==> src/rtl/axis_event_serializer_pkg.sv <==
// Shared constants, FSM state type and word-select helper for the event serializer.
// Words leave an event in ascending 32-bit slices: data low, data high, time low, time high.
package axis_event_serializer_pkg;

   localparam int EVENT_WIDTH     = 128;
   localparam int WORD_WIDTH      = 32;
   localparam int WORDS_PER_EVENT = 4;

   localparam logic [1:0]  LAST_IDX     = 2'(WORDS_PER_EVENT - 1);
   localparam logic [31:0] DROP_CNT_MAX = 32'hFFFF_FFFF;

   typedef enum logic [0:0] {
      IDLE = 1'b0,
      SEND = 1'b1
   } state_e;

   function automatic logic [WORD_WIDTH-1:0] event_word(input logic [EVENT_WIDTH-1:0] ev,
                                                        input logic [1:0] idx);
      return ev[int'(idx) * WORD_WIDTH +: WORD_WIDTH];
   endfunction

endpackage

==> src/rtl/axis_event_fifo.sv <==
// Synchronous first-word-fall-through FIFO with a registered occupancy count.
// The head entry is readable combinationally so the serializer can load it on the pop edge.
module axis_event_fifo #(
   parameter int WIDTH      = 128,
   parameter int DEPTH_LOG2 = 4
) (
   input  logic                  clk,
   input  logic                  rst_n,
   input  logic                  push_i,
   input  logic [WIDTH-1:0]      data_i,
   input  logic                  pop_i,
   output logic [WIDTH-1:0]      data_o,
   output logic                  full_o,
   output logic                  empty_o,
   output logic [DEPTH_LOG2:0]   level_o
);

   localparam int DEPTH = 1 << DEPTH_LOG2;
   localparam int LW    = DEPTH_LOG2 + 1;

   logic [WIDTH-1:0]      mem_q [DEPTH];
   logic [DEPTH_LOG2-1:0] wr_ptr_q, wr_ptr_d;
   logic [DEPTH_LOG2-1:0] rd_ptr_q, rd_ptr_d;
   logic [DEPTH_LOG2:0]   level_q, level_d;
   logic                  do_push, do_pop;

   // Full is taken from the registered level only, so a same-cycle pop never frees a slot.
   assign full_o  = (level_q == LW'(DEPTH));
   assign empty_o = (level_q == '0);
   assign do_push = push_i & ~full_o;
   assign do_pop  = pop_i & ~empty_o;
   assign data_o  = mem_q[rd_ptr_q];
   assign level_o = level_q;

   always_comb begin
      wr_ptr_d = wr_ptr_q;
      rd_ptr_d = rd_ptr_q;
      level_d  = level_q;
      if (do_push) wr_ptr_d = wr_ptr_q + DEPTH_LOG2'(1);
      if (do_pop)  rd_ptr_d = rd_ptr_q + DEPTH_LOG2'(1);
      case ({do_push, do_pop})
         2'b10:   level_d = level_q + LW'(1);
         2'b01:   level_d = level_q - LW'(1);
         default: level_d = level_q;
      endcase
   end

   always_ff @(posedge clk or negedge rst_n) begin
      if (!rst_n) begin
         wr_ptr_q <= '0;
         rd_ptr_q <= '0;
         level_q  <= '0;
      end else begin
         wr_ptr_q <= wr_ptr_d;
         rd_ptr_q <= rd_ptr_d;
         level_q  <= level_d;
      end
   end

   always_ff @(posedge clk) begin
      if (do_push) mem_q[wr_ptr_q] <= data_i;
   end

endmodule

==> src/rtl/axis_event_serializer.sv <==
// Buffers 128-bit detector events and emits each as four 32-bit AXI4-Stream words.
// Optional TLAST generation is enabled by defining AXIS_EVENT_SERIALIZER_TLAST_EN.
module axis_event_serializer
   import axis_event_serializer_pkg::*;
#(
   parameter int FIFO_DEPTH_LOG2 = 4
) (
   input  logic                       aclk,
   input  logic                       aresetn,
   input  logic [EVENT_WIDTH-1:0]     s_axis_tdata,
   input  logic                       s_axis_tvalid,
   output logic [WORD_WIDTH-1:0]      m_axis_tdata,
   output logic                       m_axis_tvalid,
   input  logic                       m_axis_tready,
   output logic                       m_axis_tlast,
   input  logic                       cfg_clear,
   output logic [31:0]                sts_dropped,
   output logic [FIFO_DEPTH_LOG2:0]   sts_level
);

   logic [EVENT_WIDTH-1:0] fifo_head;
   logic                   fifo_full, fifo_empty, fifo_pop;
   logic                   drop;

   state_e                 state_q, state_d;
   logic [1:0]             idx_q, idx_d;
   logic [EVENT_WIDTH-1:0] out_q, out_d;
   logic                   tvalid_q, tvalid_d;
   logic [WORD_WIDTH-1:0]  tdata_q, tdata_d;
   logic [31:0]            drop_cnt_q, drop_cnt_d;

   axis_event_fifo #(
      .WIDTH      (EVENT_WIDTH),
      .DEPTH_LOG2 (FIFO_DEPTH_LOG2)
   ) u_fifo (
      .clk     (aclk),
      .rst_n   (aresetn),
      .push_i  (s_axis_tvalid),
      .data_i  (s_axis_tdata),
      .pop_i   (fifo_pop),
      .data_o  (fifo_head),
      .full_o  (fifo_full),
      .empty_o (fifo_empty),
      .level_o (sts_level)
   );

   assign drop = s_axis_tvalid & fifo_full;

   // While tvalid_q is high, idx_q always names the word currently on tdata_q.
   always_comb begin
      state_d  = state_q;
      idx_d    = idx_q;
      out_d    = out_q;
      tvalid_d = tvalid_q;
      tdata_d  = tdata_q;
      fifo_pop = 1'b0;
      case (state_q)
         IDLE: begin
            tvalid_d = 1'b0;
            if (!fifo_empty) begin
               out_d    = fifo_head;
               fifo_pop = 1'b1;
               idx_d    = 2'd0;
               state_d  = SEND;
            end
         end
         SEND: begin
            if (!tvalid_q) begin
               tvalid_d = 1'b1;
               tdata_d  = event_word(out_q, idx_q);
            end else if (m_axis_tready) begin
               if (idx_q == LAST_IDX) begin
                  idx_d = 2'd0;
                  if (!fifo_empty) begin
                     // Reload straight from the FIFO head so the next event follows without a bubble.
                     out_d    = fifo_head;
                     fifo_pop = 1'b1;
                     tdata_d  = event_word(fifo_head, 2'd0);
                  end else begin
                     tvalid_d = 1'b0;
                     state_d  = IDLE;
                  end
               end else begin
                  idx_d   = idx_q + 2'd1;
                  tdata_d = event_word(out_q, idx_q + 2'd1);
               end
            end
         end
         default: begin
            state_d  = IDLE;
            tvalid_d = 1'b0;
         end
      endcase
   end

   always_comb begin
      drop_cnt_d = drop_cnt_q;
      if (cfg_clear) begin
         drop_cnt_d = '0;
      end else if (drop && (drop_cnt_q != DROP_CNT_MAX)) begin
         drop_cnt_d = drop_cnt_q + 32'd1;
      end
   end

   always_ff @(posedge aclk or negedge aresetn) begin
      if (!aresetn) begin
         state_q    <= IDLE;
         idx_q      <= '0;
         out_q      <= '0;
         tvalid_q   <= 1'b0;
         tdata_q    <= '0;
         drop_cnt_q <= '0;
      end else begin
         state_q    <= state_d;
         idx_q      <= idx_d;
         out_q      <= out_d;
         tvalid_q   <= tvalid_d;
         tdata_q    <= tdata_d;
         drop_cnt_q <= drop_cnt_d;
      end
   end

   assign m_axis_tdata  = tdata_q;
   assign m_axis_tvalid = tvalid_q;
   assign sts_dropped   = drop_cnt_q;

`ifdef AXIS_EVENT_SERIALIZER_TLAST_EN
   assign m_axis_tlast = tvalid_q & (idx_q == LAST_IDX);
`else
   assign m_axis_tlast = 1'b0;
`endif

endmodule

==> config.mk <==
export PLATFORM = sky130hd
export DESIGN_NAME = axis_event_serializer
export DESIGN_NICKNAME = d
export VERILOG_FILES = /design/src/rtl/axis_event_serializer_pkg.sv /design/src/rtl/axis_event_fifo.sv /design/src/rtl/axis_event_serializer.sv
export SDC_FILE = /design/constraint.sdc
export NUM_CORES = 2
export LEC_CHECK = 0
export CORE_MARGIN = 5
export CORE_UTILIZATION = 30
export CTS_BUF_LIST = sky130_fd_sc_hd__clkbuf_8
export DETAILED_ROUTE_END_ITERATION = 7
export GPL_TIMING_DRIVEN = 1
export HOLD_SLACK_MARGIN = 0.02
export PLACE_DENSITY_LB_ADDON = 0.05
export SETUP_SLACK_MARGIN = 0.3
export SYNTH_ARGS = -nofsm -noshare
export SYNTH_HDL_FRONTEND = slang
export SYNTH_SLANG_ARGS = --single-unit
export TNS_END_PERCENT = 100
==> constraint.sdc <==
create_clock -name aclk -period 12.2 [get_ports aclk]
set_input_delay 1.22 -clock aclk [delete_from_list [all_inputs] [get_ports aclk]]
set_output_delay 1.22 -clock aclk [all_outputs]
set_load 0.03 [all_outputs]
# Yosys cells after proc, flatten, opt, wreduce, memory -nomap -nowiden
# Memory sizes are Yosys's and may differ from the RTL's.
# Cells that the tools add are included.
[classes] bitwise_logic=6 magnitude_cmp=0 reduce_logical=7 n_addsub=6 shift=2 n_eq_ne=11 muxes=29 mul=0 n_div=0
[ops] cell="128-bit 2-to-1 mux" n=4
[ops] cell="128-bit one-hot mux with 2 select lines" n=1
[ops] cell="128-bit by 8-bit variable part select with 32-bit output" n=2
[ops] cell="32-bit 2-to-1 mux" n=6
[ops] cell="32-bit by 1-bit adder with 32-bit output, second input constant" n=1
[ops] cell="32-bit != test, second input constant" n=1
[ops] cell="5-bit one-hot mux with 2 select lines" n=1
[ops] cell="1-bit 2-to-1 mux" n=9
[ops] cell="3-bit AND reduction" n=3
[ops] cell="4-bit by 1-bit adder with 4-bit output, second input constant" n=2
[ops] cell="2-bit 2-to-1 mux" n=4
[ops] cell="2-bit != test, second input constant" n=3
[ops] cell="1-bit one-hot mux with 2 select lines" n=3
[ops] cell="5-bit by 1-bit adder with 5-bit output, second input constant" n=1
[ops] cell="5-bit == test, second input constant" n=1
[ops] cell="5-bit logical NOT" n=1
[ops] cell="5-bit by 1-bit subtractor with 5-bit output, second input constant" n=1
[ops] cell="2-bit == test, second input constant" n=2
[ops] cell="2-bit by 1-bit != test with 1-bit output, second input constant" n=2
[ops] cell="2-bit one-hot mux with 2 select lines" n=1
[ops] cell="2-bit nonzero test" n=2
[ops] cell="1-bit AND" n=3
[ops] cell="3-bit != test, second input constant" n=1
[ops] cell="1-bit inverter" n=3
[ops] cell="3 further kinds" n=3
[word_totals] mem_bits_rw=2048 latch_bits=0 output_inout_bits=71 regBits=209 romBits=0 memories=1
[mem_list] name="u_fifo.mem_q" depth=16 word_bits=128 read_ports=1 rd_ports_with_merged_regs=0 write_ports=1 line="axis_event_fifo.sv:21" text="logic [WIDTH-1:0] mem_q [DEPTH];"

# Depth between registers and ports, before layout
[depth] depth_word=9 ltp_mapped=15 ltp_nobuf=13

# Hierarchy
# A second synthesis with hierarchy kept.
[unflattened] cells_unflattened=4682 hier_area_um2=90023.8
[by_module_without_submodules] mod="axis_event_fifo" instances=1 area_per_inst_um2=79973.0 cells_each=3893
[by_module_without_submodules] mod="axis_event_serializer" instances=1 area_per_inst_um2=10050.9 cells_each=789

# Worst setup path before layout
# No wires, ideal clock.
[synth_path] path_kind="input to register" start="in s_axis_tvalid" end="mem u_fifo.mem_q[3][0], enable pin" arrival_time_ps=10536 n_path_buf=0 required_ps=11429 slack_ps=893 path_stages=3 setup_time_ps=771 path_cell_list="a21boi_1 -> nand2_1 -> nor3_1"
[synth_via] elab_chain_cells=3
[synth_rtl] item="start: declaration" line="axis_event_serializer.sv:11" text="input logic s_axis_tvalid,"
[synth_rtl] item="1-bit AND" line="axis_event_fifo.sv:30" text="assign do_push = push_i & ~full_o;"
[synth_rtl] item="1-bit 2-to-1 mux" line="axis_event_fifo.sv:61" text="if (do_push) mem_q[wr_ptr_q] <= data_i;"
[synth_rtl] item="1-bit 2-to-1 mux (implied by the code)" line="axis_event_fifo.sv:61"
[synth_rtl] item="end: declaration" line="axis_event_fifo.sv:21"
# Every way passes these cells.

# Final worst setup path
[layout_path] start="reg u_fifo.rd_ptr_q[0]" end="reg out_q[106]"
[layout_via] elab_chain_cells=6
[layout_rtl] item="start: declaration" line="axis_event_fifo.sv:23" text="logic [DEPTH_LOG2-1:0] rd_ptr_q, rd_ptr_d;"
[layout_rtl] item="start signal: assignment" line="axis_event_fifo.sv:55" text="rd_ptr_q <= rd_ptr_d;"
[layout_rtl] item="memory read 16 x 128 bit (*)"
[layout_rtl] item="128-bit 2-to-1 mux (*)" line="axis_event_serializer.sv:60, axis_event_serializer.sv:74"
[layout_rtl] item="128-bit 2-to-1 mux" line="axis_event_serializer.sv:72" text="if (idx_q == LAST_IDX) begin"
[layout_rtl] item="128-bit 2-to-1 mux" line="axis_event_serializer.sv:71" text="end else if (m_axis_tready) begin"
[layout_rtl] item="128-bit 2-to-1 mux" line="axis_event_serializer.sv:68" text="if (!tvalid_q) begin"
[layout_rtl] item="128-bit one-hot mux with 2 select lines (*)" line="axis_event_serializer.sv:57" text="case (state_q)"
[layout_rtl] item="end signal: assignment" line="axis_event_serializer.sv:116" text="out_q <= out_d;"
[layout_rtl] item="end: declaration" line="axis_event_serializer.sv:27" text="logic [EVENT_WIDTH-1:0] out_q, out_d;"
# Mark *: on every way between the ends. The rest lies on a longest branch, timed or not. The select of a mux whose other input is x is not followed.
# A chain may end at the register's enable or synchronous reset.

==> flow_summary_export.csv <==
group,metric,value,unit
detailed_routing,wirelength,277000,µm
clock_tree,worstSkewPairLatency,1030,ps
floorplan,rows,198,
clock_tree,tritoncts,"built",
detailed_routing,first_pass_iters,7,
timing,skew,62.2,ps
grt,grt_max_degree,150,
clock_tree,clkTransAtPathRegs,60,ps
setup_path,end_kind,"flop",
logic_synthesis,synthFlopType,"edfxtp_1",
logic_synthesis,ys_warn_count,0,
setup_path,crit_type,"flop to flop",
floorplan,dieArea,0.304,mm²
timing,setup_tns,0,ps
setup_path,path_cells,"buf_4 -> buf_4 -> buf_12 -> mux4_2 -> nor2_1 -> nor2_1 -> o22ai_1 -> o21ai_0",
timing,fin_crit_sh,39.0,%
power_and_ir_drop,power.internal,15700,µW
setup_path,cp-endpoint,"out_q[106]",
clock_tree,cts_root_buf,"clkbuf_8",
power_and_ir_drop,p_leak,0.0342,µW
detailed_routing,vias,44602,
clock_tree,clkSinkCount,2257,
detailed_routing,drtIter0Drc,2878,
grt,grt_pass1_vias,46779,
power_and_ir_drop,ir_drop,0.000165,V
timing,worstMarginPinSlew,1170,ps
clock_tree,cts_buffers,407,
layout,fin_cells,9006,
timing,rsz0062_at_grt,"false",
power_and_ir_drop,power,24000,µW
placed_design,place_congestion,0.711,
floorplan,die_h,551,µm
layout,nets,4898,
detailed_routing,drc_errors,0,
logic_synthesis,syn-instance-count,4298,
clock_tree,cts_max_path_buffers,4,
detailed_routing,vias_per_cell,4.95,
setup_path,r2r_setup_slack,7440,ps
timing,hold_viol,0,
grt,antenna_found_initial,39,
logic_synthesis,mappedNetlistArea,0.0880,mm²
setup_path,crit_path_top_delay_cell,"dfrtp_4",
floorplan,initial_utilization,30.2,%
timing,setup_violations,0,
logic_synthesis,yosys_register_bits,2257,
placed_design,dp.cells,8243,
grt,grt_first_pass_wirelength,384000,µm
timing,fmax,210,MHz
grt,overflow,0,
setup_path,worst-path-max-fanout,82,
setup_path,required,13040,ps
timing,min_period,4760,ps
setup_path,rr_startpoint,"u_fifo.rd_ptr_q[0]",
timing,relSlewSlack,21.8,%
logic_synthesis,ys_types,61,
logic_synthesis,ys_seq_area_share,75.9,%
min_path,hp-class,"flop to flop",
grt,grt_util_all_layers,17.9,%
setup_path,reg2reg_to,"out_q[106]",
layout,syn2layout_area_growth,16.2,%
detailed_routing,ant_nets,0,
floorplan,die_w,551,µm
setup_path,startpoint,"u_fifo.rd_ptr_q[0]",
power_and_ir_drop,pwr-share-seq,42.6,%
placed_design,port_buffers,202,
logic_synthesis,synth.avg_cell_area,20.5,µm²
power_and_ir_drop,p_clk_share,26.9,%
layout,drive_above_1_share,22.5,%
run,max_cap_violations,0,
clock_tree,h-tree-depth,5,
layout,fin_util,35.1,%
setup_path,crit_arrival,5600,ps
logic_synthesis,syn_nets,4443,
detailed_routing,wire_per_inst,30.8,µm
power_and_ir_drop,switchingPower,8340,µW
timing,drv_slew,0,
outcome,status,"finished, final reports clean",
placed_design,hpwl,152000,µm
power_and_ir_drop,pwr-share-comb,30.5,%
setup_path,reg2reg_depth,8,
logic_synthesis,synth_edf_count,2048,
setup_path,start_kind,"flop",
floorplan,ioPinCount,204,
floorplan,fp.coreArea,0.291,mm²
logic_synthesis,synthArstFlopShare,9.26,%
power_and_ir_drop,p_sw_share,34.7,%
power_and_ir_drop,p_per_area,235,mW/mm²
setup_path,critPathMaxStageDelay,910,ps
[power by group through the flow]
stage | sequential (µW) | clock [µW] | combinational (µW)
finish | 10200 | 6460 | 7320
global route | 10300 | 7100 | 7880
CTS | 10300 | 6750 | 7550
detailed placement | 10400 | 0 | 7530
global placement | 10400 | 0 | 7550
floorplan | 10100 | 0 | 4760
[routing by layer]
layer / wire (µm) / global-route usage (%)
met1: 126000 / 25.3
met2: 129000 / 28.3
met3: 14200 / 3.34
met4: 8010 / 5.45
met5: 67 / 0
[cells by family after synthesis]
family	share of synthesized area (%)
XOR/XNOR	0.119
AND/OR/NAND/NOR	2.44
adder cells (fa/ha/maj)	0.179
buffers and inverters	1.39
multiplexers	16.2
other	0.00426
flip-flops	75.9
AO/OA/AOI/OAI	3.75
[repair_timing]
| action | in CTS | in global routing |
|---|---|---|
| hold endpoints to repair | 1 | 0 |
| setup buffers | 0 | 0 |
| setup endpoints to repair | 0 | 0 |
| gates resized for setup | 0 | 0 |
| hold buffers | 1 | 0 |
[area by class of cell]
type,count,area (µm²)
clock inverter,321,1410
sequential,2257,66800
antenna,13,32.5
inverter,26,110
timing repair buffer,300,2990
multi-input combinational,1761,20200
tap,3900,4880
fill,27471,189000
clock buffer,428,5890
[flip-flops by register name (all words and copies together), names as in the netlist]
name / flops
u_fifo.level_o: 5
state_q: 1
m_axis_tdata: 32
m_axis_tvalid: 1
out_q: 128
idx_q: 2
sts_dropped: 32
u_fifo.rd_ptr_q: 4
u_fifo.mem_q: 2048
u_fifo.wr_ptr_q: 4
[worst max-delay path: cells and delay by family, from the launching register on]
kind                   cells  cell delay [ps]
DFF                        1              910
and+or+nand+nor            2              460
buffers and inverters      3             2170
AOI/OAI and AO/OA          2              240
muxes                      1              620
[cell usage after synthesis, types with 7 or more instances]
cell type     n  area (µm²)
a211oi_1      7        52.6
a21o_1       59         443
a21oi_1      80         400
a221o_1      12         120
a221oi_1     22         193
a22o_1       26         228
a31oi_1      17         106
and2_1       29         181
buf_1        41         154
buf_2       113         566
clkbuf_1     93         349
dfrtp_1     209        5230
edfxtp_1   2048       61500
ha_1         11         138
inv_1        25        93.8
mux2_2        7        78.8
mux2i_1     250        2500
mux4_2      520       11700
nand2_1     181         679
nand2b_1     16         100
nand3_1      14        70.1
nand4_1       9        56.3
nor2_1      140         526
nor2b_1       8        50.1
nor3_1       21         105
o21ai_0      86         430
o21ai_1      15        75.1
o221ai_1     43         377
o22ai_1      92         576
o31ai_1      18         135
or3_1        13        81.3
or4_1        15         113
xnor2_1       8        70.1
[stage by stage]
step | cell area [µm²] | hold slack, ps | setup WS, ps
2_1_floorplan | 88000 | 455 | 893
3_3_place_gp | 94900 | 484 | 6670
3_5_place_dp | 94900 | 490 | 6690
4_1_cts | 102000 | 504 | 7320
5_1_grt | 102000 | 540 | 7120
6_report | 102000 | 502 | 7440
[how the worst min path moves through the flow]
| stage | start | end | slack (ps) | cells past startpoint |
|---|---|---|---|---|
| 2_1_floorplan | out_q[26] | out_q[26] | 460 | 2 |
| 3_3_place_gp | out_q[19] | out_q[19] | 480 | 2 |
| 3_5_place_dp | out_q[1] | out_q[1] | 490 | 2 |
| 4_1_cts | out_q[1] | out_q[1] | 500 | 2 |
| 5_1_grt | out_q[60] | out_q[60] | 540 | 1 |
| 6_report | out_q[35] | out_q[35] | 500 | 1 |
[layout by cell type (no fill, tap or decap), types with 26 or more instances in the layout]
| cell | Yosys | final |
|---|---|---|
| a21o_1 | 59 | 59 |
| a21oi_1 | 80 | 80 |
| a22o_1 | 26 | 26 |
| and2_1 | 29 | 29 |
| buf_4 | 5 | 79 |
| clkbuf_8 | 0 | 428 |
| clkdlybuf4s50_1 | 0 | 201 |
| clkinv_1 | 0 | 81 |
| clkinv_2 | 0 | 26 |
| dfrtp_1 | 209 | 202 |
| edfxtp_1 | 2048 | 2048 |
| inv_1 | 25 | 213 |
| mux2i_1 | 250 | 250 |
| mux4_2 | 520 | 520 |
| nand2_1 | 181 | 178 |
| nor2_1 | 140 | 125 |
| o21ai_0 | 86 | 86 |
| o221ai_1 | 43 | 43 |
| o22ai_1 | 92 | 92 |
Note: power is estimated with default switching activity, not from simulation.
